==> src/rtl/looper_pkg.sv <==
// Shared AL-stage types for the looper core.
// Checkpoint entry layout and pointer helpers.
package looper_pkg;

  localparam int DEPTH = 2;
  localparam int IDX_W = 6;
  localparam int POS_W = 7;
  localparam int PTR_W = (DEPTH > 1) ? $clog2(DEPTH) : 1;
  localparam int CNT_W = $clog2(DEPTH) + 1;

  typedef logic [PTR_W-1:0] ptr_t;
  typedef logic [CNT_W-1:0] cnt_t;

  typedef struct packed {
    logic [IDX_W-1:0] indx;
    logic [POS_W-1:0] pos;
  } ckpt_t;

  function automatic ptr_t ptr_dist(
    input ptr_t head,
    input ptr_t k
  );
    return k - head;
  endfunction

endpackage

==> src/rtl/brnc_ckpt_fifo_if.sv <==
// AL-stage bundle between rename and the
// branch checkpoint queue.
interface brnc_ckpt_fifo_if
  import looper_pkg::*;
();

  logic             alloc_vld;
  logic [3:0]       brch;
  logic [IDX_W-1:0] base_indx;
  logic [4*POS_W-1:0] slot_pos;
  logic             cmt_brch;
  logic [IDX_W-1:0] cmt_brch_indx;
  logic             mis_pred;
  logic [IDX_W-1:0] brch_mis_indx;
  logic [1:0]       brnc_count;
  logic             stall;
  cnt_t             count;
  logic             rcvr_vld;
  logic [POS_W-1:0] rcvr_pos;
  logic             err;

  modport master (
    output alloc_vld, brch, base_indx,
    output slot_pos, cmt_brch,
    output cmt_brch_indx, mis_pred,
    output brch_mis_indx,
    input  brnc_count, stall, count,
    input  rcvr_vld, rcvr_pos, err
  );

  modport slave (
    input  alloc_vld, brch, base_indx,
    input  slot_pos, cmt_brch,
    input  cmt_brch_indx, mis_pred,
    input  brch_mis_indx,
    output brnc_count, stall, count,
    output rcvr_vld, rcvr_pos, err
  );

endinterface

==> src/rtl/brnc_ckpt_match.sv <==
// Oldest-first search of occupied checkpoints
// for a mispredicted ROB index.
module brnc_ckpt_match
  import looper_pkg::*;
(
  input  ckpt_t            ent_i [DEPTH],
  input  ptr_t             head_i,
  input  cnt_t             count_i,
  input  logic [IDX_W-1:0] indx_i,
  output logic             hit_o,
  output ptr_t             k_o
);

  ptr_t slot;

  always_comb begin
    hit_o = 1'b0;
    k_o   = head_i;
    slot  = head_i;
    for (int i = 0; i < DEPTH; i++) begin
      slot = head_i + ptr_t'(i);
      if (!hit_o && (cnt_t'(i) < count_i) &&
          (ent_i[slot].indx == indx_i)) begin
        hit_o = 1'b1;
        k_o   = slot;
      end
    end
  end

endmodule

==> src/rtl/brnc_ckpt_fifo.sv <==
// Branch checkpoint queue: saves free-list
// positions per branch, restores on mispredict.
module brnc_ckpt_fifo
  import looper_pkg::*;
(
  input logic             clk,
  input logic             rst,
  brnc_ckpt_fifo_if.slave bus
);

  localparam int SW = CNT_W + 3;

  ckpt_t            fifo_q [DEPTH];
  ptr_t             head_q, head_d;
  ptr_t             tail_q, tail_d;
  cnt_t             cnt_q, cnt_d;
  cnt_t             base;
  logic             rv_q, rv_d;
  logic [POS_W-1:0] rp_q, rp_d;
  logic             err_q, err_d;

  logic [2:0]    pc;
  logic [2:0]    off [4];
  ptr_t          wptr [4];
  logic [SW-1:0] need;
  logic          stall;
  logic          hit;
  ptr_t          k;
  logic          alloc_en, same;
  logic          cmt_ok, cmt_do, cmt_err;

  always_comb begin
    pc = 3'd0;
    for (int i = 0; i < 4; i++) begin
      off[i]  = pc;
      wptr[i] = tail_q + ptr_t'(off[i]);
      pc      = pc + {2'b00, bus.brch[i]};
    end
  end

  // Slot 4-of-4 branches never fit, so the
  // truncated port value is harmless.
  assign need  = SW'(cnt_q) + SW'(pc);
  assign stall = bus.alloc_vld &&
                 (need > SW'(DEPTH));

  assign bus.brnc_count =
    bus.alloc_vld ? pc[1:0] : 2'd0;
  assign bus.stall    = stall;
  assign bus.count    = cnt_q;
  assign bus.rcvr_vld = rv_q;
  assign bus.rcvr_pos = rp_q;
  assign bus.err      = err_q;

  brnc_ckpt_match u_match (
    .ent_i   (fifo_q),
    .head_i  (head_q),
    .count_i (cnt_q),
    .indx_i  (bus.brch_mis_indx),
    .hit_o   (hit),
    .k_o     (k)
  );

  always_comb begin
    alloc_en = bus.alloc_vld & ~stall &
               ~bus.mis_pred;
    same     = bus.mis_pred & bus.cmt_brch &
               (bus.cmt_brch_indx ==
                bus.brch_mis_indx);
    cmt_ok   = (cnt_q != '0) &&
               (fifo_q[head_q].indx ==
                bus.cmt_brch_indx);
    cmt_do   = bus.cmt_brch & ~same & cmt_ok;
    cmt_err  = bus.cmt_brch & ~same & ~cmt_ok;
    head_d   = head_q + ptr_t'(cmt_do);
    tail_d   = tail_q;
    base     = cnt_q;
    rv_d     = 1'b0;
    rp_d     = rp_q;
    err_d    = err_q | cmt_err;
    if (bus.mis_pred && hit) begin
      tail_d = k + ptr_t'(1);
      base   = cnt_t'(ptr_dist(head_q, k)) +
               cnt_t'(1);
      rv_d   = 1'b1;
      rp_d   = fifo_q[k].pos;
    end else if (bus.mis_pred) begin
      err_d  = 1'b1;
    end else if (alloc_en) begin
      tail_d = tail_q + ptr_t'(pc);
    end
    cnt_d = base +
            (alloc_en ? cnt_t'(pc) : '0) -
            cnt_t'(cmt_do);
  end

  always_ff @(posedge clk) begin
    for (int i = 0; i < 4; i++) begin
      if (alloc_en && bus.brch[i]) begin
        fifo_q[wptr[i]] <= '{
          indx: bus.base_indx + IDX_W'(i),
          pos:  bus.slot_pos[i*POS_W +: POS_W]
        };
      end
    end
  end

  always_ff @(posedge clk) begin
    if (rst) begin
      head_q <= '0;
      tail_q <= '0;
      cnt_q  <= '0;
      rv_q   <= 1'b0;
      rp_q   <= '0;
      err_q  <= 1'b0;
    end else begin
      head_q <= head_d;
      tail_q <= tail_d;
      cnt_q  <= cnt_d;
      rv_q   <= rv_d;
      rp_q   <= rp_d;
      err_q  <= err_d;
    end
  end

endmodule
==> src/flat_wrapper.sv <==
// flat-port wrapper written by rule: the top's interface ports become plain ports
module brnc_ckpt_fifo_flat import looper_pkg::*;
  (clk, rst, bus_alloc_vld, bus_brch, bus_base_indx, bus_slot_pos, bus_cmt_brch, bus_cmt_brch_indx, bus_mis_pred, bus_brch_mis_indx, bus_brnc_count, bus_stall, bus_count, bus_rcvr_vld, bus_rcvr_pos, bus_err);
  brnc_ckpt_fifo_if bus_i ();
  input logic clk;
  input logic rst;
  input wire logic [$bits(bus_i.alloc_vld)-1:0] bus_alloc_vld;
  input wire logic [$bits(bus_i.brch)-1:0] bus_brch;
  input wire logic [$bits(bus_i.base_indx)-1:0] bus_base_indx;
  input wire logic [$bits(bus_i.slot_pos)-1:0] bus_slot_pos;
  input wire logic [$bits(bus_i.cmt_brch)-1:0] bus_cmt_brch;
  input wire logic [$bits(bus_i.cmt_brch_indx)-1:0] bus_cmt_brch_indx;
  input wire logic [$bits(bus_i.mis_pred)-1:0] bus_mis_pred;
  input wire logic [$bits(bus_i.brch_mis_indx)-1:0] bus_brch_mis_indx;
  output wire logic [$bits(bus_i.brnc_count)-1:0] bus_brnc_count;
  output wire logic [$bits(bus_i.stall)-1:0] bus_stall;
  output wire logic [$bits(bus_i.count)-1:0] bus_count;
  output wire logic [$bits(bus_i.rcvr_vld)-1:0] bus_rcvr_vld;
  output wire logic [$bits(bus_i.rcvr_pos)-1:0] bus_rcvr_pos;
  output wire logic [$bits(bus_i.err)-1:0] bus_err;
  assign bus_i.alloc_vld = bus_alloc_vld;
  assign bus_i.brch = bus_brch;
  assign bus_i.base_indx = bus_base_indx;
  assign bus_i.slot_pos = bus_slot_pos;
  assign bus_i.cmt_brch = bus_cmt_brch;
  assign bus_i.cmt_brch_indx = bus_cmt_brch_indx;
  assign bus_i.mis_pred = bus_mis_pred;
  assign bus_i.brch_mis_indx = bus_brch_mis_indx;
  assign bus_brnc_count = bus_i.brnc_count;
  assign bus_stall = bus_i.stall;
  assign bus_count = bus_i.count;
  assign bus_rcvr_vld = bus_i.rcvr_vld;
  assign bus_rcvr_pos = bus_i.rcvr_pos;
  assign bus_err = bus_i.err;
  brnc_ckpt_fifo u_core (.clk(clk), .rst(rst), .bus(bus_i));
endmodule
==> config.mk <==
export PLATFORM = sky130hd
export DESIGN_NAME = brnc_ckpt_fifo_flat
export DESIGN_NICKNAME = d
export VERILOG_FILES = /design/src/rtl/looper_pkg.sv /design/src/rtl/brnc_ckpt_fifo_if.sv /design/src/rtl/brnc_ckpt_match.sv /design/src/rtl/brnc_ckpt_fifo.sv /design/src/flat_wrapper.sv
export SDC_FILE = /design/constraint.sdc
export NUM_CORES = 1
export LEC_CHECK = 0
export BUFFER_PORTS_ARGS = -buffer_cell sky130_fd_sc_hd__buf_2
export CAP_MARGIN = 20
export CELL_PAD_IN_SITES_DETAIL_PLACEMENT = 1
export CELL_PAD_IN_SITES_GLOBAL_PLACEMENT = 1
export CORE_MARGIN = 3
export CORE_UTILIZATION = 40
export CTS_BUF_LIST = sky130_fd_sc_hd__clkbuf_2 sky130_fd_sc_hd__clkbuf_4 sky130_fd_sc_hd__clkbuf_8
export CTS_CLUSTER_DIAMETER = 50
export DETAILED_ROUTE_END_ITERATION = 7
export PLACE_DENSITY_LB_ADDON = 0.12
export SLEW_MARGIN = 20
export SYNTH_ARGS = -nofsm -noshare
export SYNTH_HDL_FRONTEND = slang
export SYNTH_SLANG_ARGS = --single-unit
==> constraint.sdc <==
create_clock -name clk -period 8.2 [get_ports clk]
set_input_delay 0.82 -clock clk [delete_from_list [all_inputs] [get_ports clk]]
set_output_delay 0.82 -clock clk [all_outputs]
set_load 0.01 [all_outputs]
## Word-level counts from Yosys, hierarchy flattened

Cells that the tools add are included.

| storage, ports and cells | value |
|---|---|
| flip-flop bits (word level) | 39 |
| latch bits | 0 |
| bits in writable memories | 0 |
| memory bits (read-only) | 0 |
| input port bits | 55 |
| output and inout port bits | 14 |
| logic and storage cells | 121 |
| memories | 0 |

| operators by class | value |
|---|---|
| add/sub/neg operators | 18 |
| $mul | 0 |
| div/mod/pow operators | 0 |
| $lt $le $gt $ge | 14 |
| eq/ne operators | 5 |
| shifts and indexed selects | 0 |
| mux-type cells | 37 |
| bitwise logic cells | 19 |
| reductions and logical operators | 18 |

Operator list:

| cell | number |
|---|---|
| two-way mux 13 bit | 10 |
| bitwise mux 26 bit | 4 |
| two-way mux 26 bit | 4 |
| demux 13 bit (select 1 bit) | 4 |
| == test 6 bit | 4 |
| two-way mux 7 bit | 3 |
| >= comparator 2 bit (second input constant) | 7 |
| logical AND 1 bit | 14 |
| inverter 1 -> 2 bit | 7 |
| adder 6 x 2 -> 6 bit (second input constant) | 2 |
| two-way mux 1 bit | 9 |
| less-than comparator 2 x 1 -> 1 bit (second input constant) | 4 |
| AND 1 bit | 7 |
| adder 3 x 1 -> 3 bit | 2 |
| adder 6 x 1 -> 6 bit (second input constant) | 1 |
| two-way mux 2 bit | 3 |
| adder 1 bit | 5 |
| greater-than comparator 5 x 2 -> 1 bit (second input constant) | 1 |
| adder 2 x 3 -> 4 bit | 1 |
| less-than comparator 1 x 2 -> 1 bit (first input constant) | 2 |
| inverter 1 bit | 4 |
| nonzero test 2 bit | 2 |
| adder 1 bit (second input constant) | 2 |
| adder 1 x 1 -> 2 bit | 1 |
| 8 further kinds | 8 |

## Depth between registers and ports, before layout

Gate-level depths: netlist (run 1).

| logic depth | value |
|---|---|
| word-level depth | 17 |
| mapped depth | 14 |
| depth with buffers taken out | 14 |

## Cells and area by module

Synthesis (run 1) repeated with hierarchy kept, for this count alone.

| unflattened totals | value |
|---|---|
| cell total of the unflattened synthesis | 414 |
| area total of the unflattened synthesis | 3,355.7 µm² |

Modules (own cells, without submodules):

| module | instances | cells an instance | area an instance (µm²) | seq. area each (µm²) |
|---|---|---|---|---|
| brnc_ckpt_fifo | 1 | 380 | 3,044.2 | 780.7 |
| brnc_ckpt_match | 1 | 34 | 311.5 | 0.0 |

## Worst setup path after synthesis (run 1)

Ideal clock, no wire load.

| timing | value |
|---|---|
| path kind | input to register |
| from | input port bus_brch[0] |
| to | register u_core.fifo_q[11] (netlist bit) |
| setup time | 120 ps |
| arrival | 4,062 ps |
| data required time | 8,080 ps |
| slack | 4,019 ps |
| stages | 13 |
| path buffers | 1 |
| path through | fa_1 ha_1 inv_1 fa_1 inv_1 fa_1 nor2b_1 a31oi_1 or3_1 buf_2 or3_1 xnor2_1 o31a_1 |

| on the way | value |
|---|---|
| longest elaborated chain between the ends | 17 |
| elaborated cells on any way between the ends | 41 |
| those cells by class | 7 x add/sub; 7 x order compare; 13 x mux; 6 x bitwise; 8 x reduce/logical |

RTL lines:

| element | RTL line | source |
|---|---|---|
| from (decl) | flat_wrapper.sv:8 | `input wire logic [$bits(bus_i.brch)-1:0] bus_brch;` |
| adder 1 x 1 -> 2 bit | brnc_ckpt_fifo.sv:37 | `pc = pc + {2'b00, bus.brch[i]};` |
| adder 3 x 1 -> 3 bit (2 in a row) | brnc_ckpt_fifo.sv:37 |  |
| adder 2 x 3 -> 4 bit | brnc_ckpt_fifo.sv:43 | `assign need = SW'(cnt_q) + SW'(pc);` |
| greater-than comparator 5 x 2 -> 1 bit | brnc_ckpt_fifo.sv:45 | `(need > SW'(DEPTH));` |
| logical AND 1 bit | brnc_ckpt_fifo.sv:44 | `assign stall = bus.alloc_vld &&` |
| inverter 1 bit | brnc_ckpt_fifo.sv:65 | `alloc_en = bus.alloc_vld & ~stall &` |
| AND 1 bit (2 in a row) | brnc_ckpt_fifo.sv:65 |  |
| logical AND 1 bit | brnc_ckpt_fifo.sv:99 | `if (alloc_en && bus.brch[i]) begin` |
| two-way mux 26 bit | brnc_ckpt_fifo.sv:99 |  |
| bitwise mux 26 bit | brnc_ckpt_fifo.sv:100 | `fifo_q[wptr[i]] <= '{` |
| two-way mux 26 bit | brnc_ckpt_fifo.sv:99 |  |
| bitwise mux 26 bit | brnc_ckpt_fifo.sv:100 |  |
| two-way mux 26 bit | brnc_ckpt_fifo.sv:99 |  |
| bitwise mux 26 bit | brnc_ckpt_fifo.sv:100 |  |
| two-way mux 26 bit * | brnc_ckpt_fifo.sv:99 |  |
| to (signal, indexed assignment) | brnc_ckpt_fifo.sv:100 |  |
| to (decl) | brnc_ckpt_fifo.sv:13 | `ckpt_t fifo_q [DEPTH];` |

Every way passes the cells marked *; elsewhere a longest branch is shown, timed or not.
A chain may end at the register's enable or synchronous reset.

## Final worst setup path (run 1)

| timing | value |
|---|---|
| from | input port bus_brch[0] |
| to | register u_core.fifo_q[8] (netlist bit) |

The elaborated chain is that of the path after synthesis.

==> results.md, run 1 <==
- Fin crit share: 58.44%
- Slew headroom: 30.64%
- Endpoint type of the worst setup path: flip-flop
- Sequential area share after synthesis: a little under a quarter
- Final Hold Vio Count: 0
- Io pins: 69
- EDFF count, synth: 0
- Final Max Slew Viols: 0
- FMAX: 208.7 MHz
- DRC viols: 0
- Worst Tran Pin Value: 1036 ps
- Commonest non-fill, non-tap cell in the layout: buf_2
- DRT Pass-1 Iters: 5
- Final WL: 10.95 mm
- H-tree levels: 2
- Skew-Pair Late Insertion Delay: 300 ps
- Pwr dens: 230.9 mW/mm2
- Hold wc startpoint: u_core.bus.err$_SDFF_PP0_
- Status: completed
- Asr flop ratio synth: 0%
- Yosys reg bits: 39
- CTS Buffer Depth: 2
- CP Cell Sequence: buf_2 -> fa_1 -> ha_1 -> inv_1 -> fa_1 -> inv_1 -> fa_1 -> nand2_1 -> and2_1 -> nand4_1 -> mux2_2 -> o21ai_0 -> o221ai_1
- Final count of negative-setup-slack endpoints: 0
- Placed inst area: 0.003755 mm2
- Setup TNS: 0 ps
- TritonCTS clock tree: built
- Final setup margin: 3408 ps
- DIE HEIGHT: ~98 um
- Max-cap violations: 0
- Reg-to-Reg End: u_core.bus.count[1]$_SDFF_PP0_
- Setup crit start: bus_brch[0]
- Gate Count Post-Synth: between 300 and 400
- Pleak: 1.574 nW
- CTS Hold Bufs: 0
- Vias/cell: 5.946
- Layout cell share with drive strength beyond 1: 22.27%
- Core Region: 0.008258 mm2
- CTS resizes: 0
- Setup Skew: 11.36 ps
- DRT iter0 DRCs: approximately 220
- Crit path DAT: 4950 ps
- Syn Std Cell Area: 0.003403 mm2
- Critical path fanouts, max: 12
- Post-DP HPWL: 8.240 mm
- HP Class: reg -> reg
- Routability-driven placement congestion ratio: 0.8933
- Most frequent cells in the layout: 68 x buf_2, 39 x dfxtp_1, 34 x mux2i_1
- Critical path's slowest cell: nand4_1
- Area delta synth->final: 12.94%
- Num CTS Buffers: 5
- Period minus WS final: roughly 4800 ps
- Largest net degree at the start of global routing: 30
- Min-Delay Endpoint: u_core.bus.err$_SDFF_PP0_
- Grt ovf: 0
- Avg Cell Area, Syn: 8.551 um2
- WHS Path Cells: 2
- Post-Layout Inst Area: 0.003844 mm2
- Ys Warns: 0
- Kind of critical path: in -> reg
- Top FF cell, synth: dfxtp_1
- WL/cell: roughly 20 um
- Syn nets: 467
- Distinct cell type count after synthesis: 61
- Nets@finish: 517
- IR drop worst, VDD: 0.0001158 V
- Vias: between 3000 and 4000
- Vias in the first global route: 3455
- Die area: 0.009651 mm2
- Unrepaired setup endpoints after global routing: false
- Setup Slack @ Placement: approximately 3100 ps
- Startpoint Class: primary input
- First-pass GRT wire length: 18.14 mm
- Initial antenna violation count: 0
- CP peak stage delay: between 700 and 800 ps
- Sink Count: 39
- IO buf count: 68
- Die Span X: 98.24 um
- CP required: around 8400 ps
- CP dominant cell by count: fa_1
- Worst r2r path cells: 13
- Worst-path clk slew: ~90 ps
- Root buffer cell: clkbuf_8
- N_diodes: 0
- Setup Buffers After CTS: 0
- Starting Density: 41.21%
- Reg-to-Reg Start: u_core.head_q$_SDFF_PP0_
- GRT Resource Usage Total: 23.05%
- Num rows: 33
- Post-route antenna net violation count: 0
- R2R setup slack: 4880 ps
worst max-delay path: cells and delay by family:
family	cells	cell delay, ps
adders and majority gates	4	1780
AOI/OAI and AO/OA	2	370
and+or+nand+nor	3	1120
buffers and inverters	3	310
muxes	1	550
final cells by class:
type | instances | area, um2
well taps | 105 | 131.4
inverters | 12 | 45.04
flip-flops and latches | 39 | 780.7
clock inverters | 3 | 20.02
repair buffers | 71 | 362.8
multi-input cells | 319 | 2435
fillers | 1027 | 4414
clock buffers | 5 | 68.82
stage by stage:
step / instances / hold slack, ps / utilization [%] / total power, mW
after detailed placement: 546 / 521.6 / 45.47 / 0.7484
final: 554 / 538.2 / 46.55 / 0.8877
after global placement: 546 / 512.3 / 45.47 / 0.7277
after CTS: 554 / 545.4 / 46.55 / 0.8880
after global routing: 554 / 558.8 / 46.55 / 0.9564
after floorplan: 398 / 501.1 / - / 0.6255
state kept, by name, summed over array words and instances (netlist names):
register and count:
u_core.head_q 1, u_core.bus.err 1, u_core.bus.rcvr_pos 7, u_core.bus.count 2, u_core.tail_q 1, u_core.bus.rcvr_vld 1
u_core.fifo_q 26
synthesized netlist by cell type (all sizes together), types with 9 or more instances:
| cell | count | area, um2 |
|---|---|---|
| dfxtp | 39 | 780.8 |
| mux2i | 34 | 340.3 |
| nor2 | 31 | 118.9 |
| xnor2 | 28 | 245.2 |
| nand2 | 26 | 100.1 |
| nand3 | 21 | 105.1 |
| buf | 16 | 103.9 |
| xor2 | 14 | 122.6 |
| a31oi | 13 | 81.33 |
| clkbuf | 12 | 45.04 |
| ha | 11 | 137.6 |
| inv | 11 | 41.29 |
| o21ai | 11 | 55.05 |
| a211oi | 9 | 67.56 |
| a21oi | 9 | 45.04 |
| mux2 | 9 | 101.4 |
kinds of logic after synthesis:
| group | share of synthesized area, % |
|---|---|
| fa+ha+maj | 5.809 |
| buf+inv | 5.698 |
| simple gates | 20.04 |
| compound gates | 21.73 |
| xor+xnor | 10.81 |
| mux | 12.98 |
| flops | 22.94 |
where the power goes:
part	switching, mW	internal [mW]
Combinational	0.209	0.203
Sequential	0.0765	0.261
Clock	0.0788	0.0594
Total	0.365	0.523
per-layer routing:
| layer | global-route usage [%] | vias up | share of wire (%) |
|---|---|---|---|
| met4 | 5.462 | 0 | 0.58 |
| met5 | 0 | - | 0 |
| met2 | 38.22 | 93 | 47 |
| met3 | 2.571 | 6 | 4.1 |
| met1 | 32.16 | 1606 | 48 |
| li1 | - | 1589 | - |
how the worst max path moves through the flow:
stage	end	slack, ps	cells past startpoint
floorplan	u_core.fifo_q[11]$_DFF_P_	4020	13
global placement	u_core.fifo_q[8]$_DFF_P_	3370	13
detailed placement	u_core.fifo_q[8]$_DFF_P_	3130	13
CTS	u_core.fifo_q[8]$_DFF_P_	3460	13
global route	u_core.fifo_q[8]$_DFF_P_	3140	13
finish	u_core.fifo_q[8]$_DFF_P_	3410	13
No activity file was read; power rests on OpenSTA's default activity.
==> run 2: changes to the inputs <==
- clock period: 8.2 -> 5 ns (I/O delays scaled with it)
==> run 2 against run 1 <==
  * Critical path depth is 1 higher
  * Die area stayed put
  * Hold slack worse by 98 ps
  * Via count is 0.49% higher
  * Sequential cell count stayed put
  * Final cell count is 1.3% higher
  * Count of clock-buffer cells in the layout is 1 higher
  * Utilization is 0.64 points higher
  * Register-to-register slack worse by 3400 ps
  * Sequential power is 65% higher
==> results.md, run 2 (synthesis results as in run 1) <==
- Min Hold Slack: 439.9 ps
- Setup Buffers After CTS: 0
- CTS Buffer Depth: 2
- CP Cell Sequence: buf_2 -> fa_1 -> ha_1 -> inv_1 -> fa_1 -> inv_1 -> fa_1 -> nor2b_1 -> a31oi_1 -> buf_4 -> or3_1 -> or3_1 -> xnor2_1 -> o31a_1
- CTS resizes: 0
- Critical path's top delay family: adder cells
- Final setup margin: 836.3 ps
- Critical path fanouts, max: 14
- DRT Pass-1 Iters: 4
- Vias: 3310
- DRC viols: 0
- Fin crit share: 83.27%
- Inst Count DP: 553
- Starting Density: 41.21%
- Total power: about 1.5 mW
- Switch Pwr: 0.5930 mW
- H-tree levels: 2
- WHS Path Cells: 3
- IR drop worst, VDD: 0.0001366 V
- Root buffer cell: clkbuf_8
- Period minus WS final: around 4200 ps
- Clk network pwr share: 15.5%
- Pwr dens: 375.0 mW/mm2
- CTS Hold Bufs: 0
- GRT Resource Usage Total: 22.24%
- Post-route antenna net violation count: 0
- Grt ovf: 0
- Min-Delay Endpoint: u_core.fifo_q[15]$_DFF_P_
- Final Max Slew Viols: 0
- TritonCTS clock tree: built
- FMAX: roughly 240 MHz
- Endpoint type of the worst setup path: flip-flop
- Critical path's slowest cell: fa_1
- Vias in the first global route: 3253
- Pleak: 1.611 nW
- N_diodes: 0
- CP dominant cell by count: fa_1
- Worst r2r path cells: 12
- Final Hold Vio Count: 0
- Unrepaired setup endpoints after global routing: false
- Worst Tran Pin Value: 781.3 ps
- Worst-path clk slew: around 90 ps
- Register share of total power: 38.0%
- Comb power frac: 46.5%
- Kind of critical path: in -> reg
- Setup TNS: 0 ps
- Fillers: 1027
- Crit path DAT: 4350 ps
- Hold wc startpoint: bus_slot_pos[23]
- R2R setup slack: around 1500 ps
- Max reg flops: 26
- Sw Share: 40.59%
- Io pins: 69
- CP required: about 5200 ps
- Startpoint Class: primary input
- Post-DP HPWL: 8.449 mm
- Area delta synth->final: 14.49%
- Nets@finish: approximately 520
- Slew headroom: 47.52%
- Final WL: 11.00 mm
- Most frequent cells in the layout: 68 x buf_2, 39 x dfxtp_1, 34 x mux2i_1
- Commonest non-fill, non-tap cell in the layout: buf_2
- Skew-Pair Late Insertion Delay: 290 ps
- IO buf count: 68
- Final cell count without fillers: 561
- Num CTS Buffers: 5
- Setup Skew: 7.228 ps
- Status: completed
- WL/cell: roughly 20 um
- HP Class: in -> reg
- Internal: 0.8680 mW
- Vias/cell: 5.900
- Reg-to-Reg End: u_core.bus.count[1]$_SDFF_PP0_
- Num rows: 33
- Core Region: 0.008258 mm2
- Worst path depth: 14
- DRT iter0 DRCs: 155
- Layout cell share with drive strength beyond 1: 23.46%
- First-pass GRT wire length: between 15 and 20 mm
- Die Span X: 98.24 um
- Die area: 0.009651 mm2
- Largest net degree at the start of global routing: 19
- DIE HEIGHT: 98.24 um
- Routability-driven placement congestion ratio: 0.9168
- Initial antenna violation count: 0
- Max-cap violations: 0
- CP peak stage delay: 630 ps
- Sink Count: 39
- Final count of negative-setup-slack endpoints: 0
- Setup Slack @ Placement: 570.9 ps
- Reg-to-Reg Start: u_core.head_q$_SDFF_PP0_
- Buf+Inv Stages, Crit Path: 4
run 2: cell types whose count changed in the layout (fill, tap and decap cells not counted):
cell / delta
buf_4: +7
clkbuf_4: +1
clkinvlp_4: -1
run 2: power groups by stage:
stage               Clock, mW  Sequential, mW  Combinational, mW
detailed placement          0           0.558              0.677
finish                  0.226           0.555              0.680
CTS                     0.233           0.550              0.681
floorplan                   0           0.495              0.531
global route            0.241           0.572              0.755
global placement            0           0.553              0.654
run 2: how the worst max path moves through the flow:
stage	start	end	slack [ps]
floorplan	bus_brch[0]	u_core.fifo_q[11]$_DFF_P_	1140
global placement	bus_brch[0]	u_core.fifo_q[25]$_DFF_P_	700
detailed placement	bus_brch[0]	u_core.fifo_q[13]$_DFF_P_	570
CTS	bus_brch[0]	u_core.fifo_q[13]$_DFF_P_	880
global route	bus_brch[0]	u_core.fifo_q[13]$_DFF_P_	660
finish	bus_brch[0]	u_core.fifo_q[11]$_DFF_P_	840
run 2: layer usage:
layer  GRT usage [%]  vias up  wire (um)  part of all wire [%]
met3           2.714       10        507                   4.6
met5               0        -          0                     0
met4           4.832        0        116                   1.1
met1           31.13     1602       5201                    47
met2           36.81       89       5175                    47
li1                -     1609          -                     -
run 2: area by class of cell:
class | instances | area, um2 | share of cell area (%)
multi-input cells | 319 | 2435 | 62.49
flip-flops and latches | 39 | 780.7 | 20.04
inverters | 12 | 45.04 | 1.156
clock buffers | 6 | 76.32 | 1.959
clock inverters | 2 | 12.51 | 0.3211
well taps | 105 | 131.4 | 3.372
repair buffers | 78 | 415.4 | 10.66
run 2: stage by stage:
stage          cell area (um2)  utilization (%)
6_report                  3896            47.18
3_5_place_dp              3807            46.11
5_1_grt                   3896            47.18
2_1_floorplan             3403                -
4_1_cts                   3896            47.18
3_3_place_gp              3807            46.11
run 2: tightest hold or removal path, cell delays in order:
cell,delay (ps)
buf_2,90
nand2_1,40
nand3_1,70
==> run 3: changes to the inputs <==
- ABC_AREA: not set -> 1
- clock period: 5 -> 4.05 ns (I/O delays scaled with it)
==> run 3 against run 2 <==
  * Hold slack lost 84 ps
  * Count of clock-buffer cells in the layout down 1
  * Sequential power rose by 11%
  * Sequential share of layout area is 0.51 points lower
  * Via count rose by 17%
  * Synthesized area rose by 0.62%
==> results.md, run 3 <==
- Worst-path clk slew: about 90 ps
- GRT Resource Usage Total: 24.03%
- Hold wc startpoint: bus_slot_pos[25]
- Gate Count Post-Synth: 547
- Setup TNS: 0 ps
- Nets@finish: approximately 700
- Fillers: 1168
- Die area: around 0.0097 mm2
- Pleak: 2.009 nW
- Initial antenna violation count: 0
- Period minus WS final: ~3700 ps
- Post-synthesis xor/xnor area fraction: approximately 4.6%
- Distinct cell type count after synthesis: 38
- CTS Buffer Depth: 2
- FMAX: 272.1 MHz
- Simple-gate share of the synthesized area: 31.46%
- Endpoint type of the worst setup path: flip-flop
- Final count of negative-setup-slack endpoints: 0
- Register area: slightly below 800 um2
- Synth top cells by count: 127 x nand2_1, 70 x inv_1, 62 x nor2_1
- Layout cell share with drive strength beyond 1: 19.51%
- Max-cap violations: 0
- Largest family of logic cells by synthesized area: simple AND/OR/NAND/NOR gates
- Unrepaired setup endpoints after global routing: false
- Final WL: ~12 mm
- Setup Skew: 12.87 ps
- Vias/cell: 5.392
- Post-synth top area cell: dfxtp_1
- Num rows: 33
- Inst Count DP: between 700 and 800
- Worst Setup EP: u_core.fifo_q[12]$_DFF_P_
- Setup crit start: bus_brch[0]
- Post-route antenna net violation count: 0
- Root buffer cell: clkbuf_8
- Top cell type's share of synthesized area: 22.80%
- Starting Density: 41.47%
- Core Region: about 0.0083 mm2
- HP Class: in -> reg
- Worst r2r path cells: 19
- Startpoint Class: primary input
- DRT Pass-1 Iters: 4
- Die Span X: 98.53 um
- Vias in the first global route: 3944
- Commonest non-fill, non-tap cell in the layout: nand2_1
- H-tree levels: 2
- Pwr dens: 455.5 mW/mm2
- N_diodes: 0
- Final cell count without fillers: 720
- Top FF cell, synth: dfxtp_1
- Sequential area share after synthesis: 22.80%
- Footprint of the multi-input gates: ~0.0022 mm2
- Ys Warns: 0
- TritonCTS clock tree: built
- Largest net degree at the start of global routing: 27
- Met1 Wirelength: 5.022 mm
- Num CTS Buffers: 5
- Synth Area in Compound Gates: 23.27%
- Crit path DAT: 3850 ps
- DIE HEIGHT: between 90 and 100 um
- Met3 wire len: ~480 um
- Max reg flops: 26
- Critical path fanouts, max: 14
- Vias: 3882
- Synth top area cells: dfxtp_1 23%, nand2_1 14%, a21oi_1 8.8%, inv_1 7.7%, nor2_1 6.8%
- Syn nets: about 600
- Most frequent cells in the layout: 127 x nand2_1, 70 x inv_1, 68 x buf_2
- WL/cell: ~16 um
- Final Max Slew Viols: 0
- CTS Hold Bufs: 0
- Grt ovf: 0
- CP required: 4220 ps
- Highest metal used: met4
- Io pins: 69
- Kind of critical path: in -> reg
- Synth Area in Adders: 5.773%
- Post-DP HPWL: 9.192 mm
- Worst Tran Pin Value: 522.8 ps
- Avg Cell Area, Syn: 6.261 um2
- DRC viols: 0
- R2R setup slack: roughly 1200 ps
- Reg-to-Reg End: u_core.bus.count[1]$_SDFF_PP0_
- Fin crit share: 90.74%
- Mux cell area share after synthesis: 0.2923%
- Syn Std Cell Area: 0.003425 mm2
- First-pass GRT wire length: 19.09 mm
- IR drop worst, VDD: between 0.0002 and 0.00025 V
- IO buf count: 68
- Status: completed
- Area delta synth->final: 16.77%
- CTS resizes: 0
- Count leader, synth: nand2_1
- Sink Count: 39
- Routability-driven placement congestion ratio: between 0.8 and 0.9
- Final Hold Vio Count: 0
- Metal2 WL: 5.914 mm
- Yosys reg bits: 39
- Reg-to-Reg Start: u_core.head_q$_SDFF_PP0_
- DRT iter0 DRCs: around 150
- Final core occ: 48.42%
- Skew-Pair Late Insertion Delay: 310 ps
- EDFF count, synth: 0
- Asr flop ratio synth: 0%
- Setup Buffers After CTS: 0
- Slew headroom: 65.11%
-- run 3: area by class of cell --
class	count	share of cell area (%)
well taps	105	3.285
inverters	76	7.322
repair buffers	81	10.95
multi-input cells	411	56.01
clock inverters	3	1.189
flip-flops and latches	39	19.52
clock buffers	5	1.721
-- run 3: power breakdown --
group	switching [mW]	internal (mW)
logic	0.517	0.337
registers	0.0897	0.526
clock network	0.165	0.187
-- run 3: kinds of logic after synthesis --
group	after synthesis
xor gates and xnor gates	18
adders and majority gates	14
DFF	39
AOI/OAI and AO/OA	138
muxes	1
and+or+nand+nor	240
buffers and inverters	97
-- run 3: worst min path at each step --
stage / slack [ps] / to / cells past startpoint
after floorplan: 500 / u_core.bus.rcvr_pos[1]$_SDFFE_PP0P_ / 2
after global placement: 460 / u_core.bus.rcvr_pos[1]$_SDFFE_PP0P_ / 2
after detailed placement: 470 / u_core.bus.rcvr_pos[1]$_SDFFE_PP0P_ / 2
after CTS: 350 / u_core.fifo_q[13]$_DFF_P_ / 3
after global routing: 370 / u_core.fifo_q[6]$_DFF_P_ / 3
final: 360 / u_core.fifo_q[17]$_DFF_P_ / 3
-- run 3: through the flow --
step | hold WS, ps | instance area (um2) | power [mW] | setup slack, ps
2_1_floorplan | 499.5 | 3425 | 1.222 | 606.7
3_3_place_gp | 462.3 | 3882 | 1.436 | 251.2
3_5_place_dp | 467.1 | 3882 | 1.477 | 51.39
4_1_cts | 353.0 | 3999 | 1.832 | 364.3
5_1_grt | 365.5 | 3999 | 1.981 | 118.8
6_report | 355.6 | 3999 | 1.822 | 375.0
-- run 3: critical path, cell delays in order --
cell	delay (ps)
buf_2	140
fa_1	600
ha_1	160
inv_1	50
fa_1	520
inv_1	80
fa_1	450
nand2_1	70
nand2_1	60
a21oi_2	170
nand2_1	180
nor2_1	210
nand2_1	150
buf_4	220
o21ai_0	150
nand2_1	70
nand2_1	80
a21oi_1	60
-- run 3: metal layers --
metal | up-vias | GRT usage (%)
li1 | 1905 | -
met1 | 1863 | 28.39
met2 | 95 | 45.14
met3 | 19 | 3.539
met4 | 0 | 6.197
met5 | - | 0
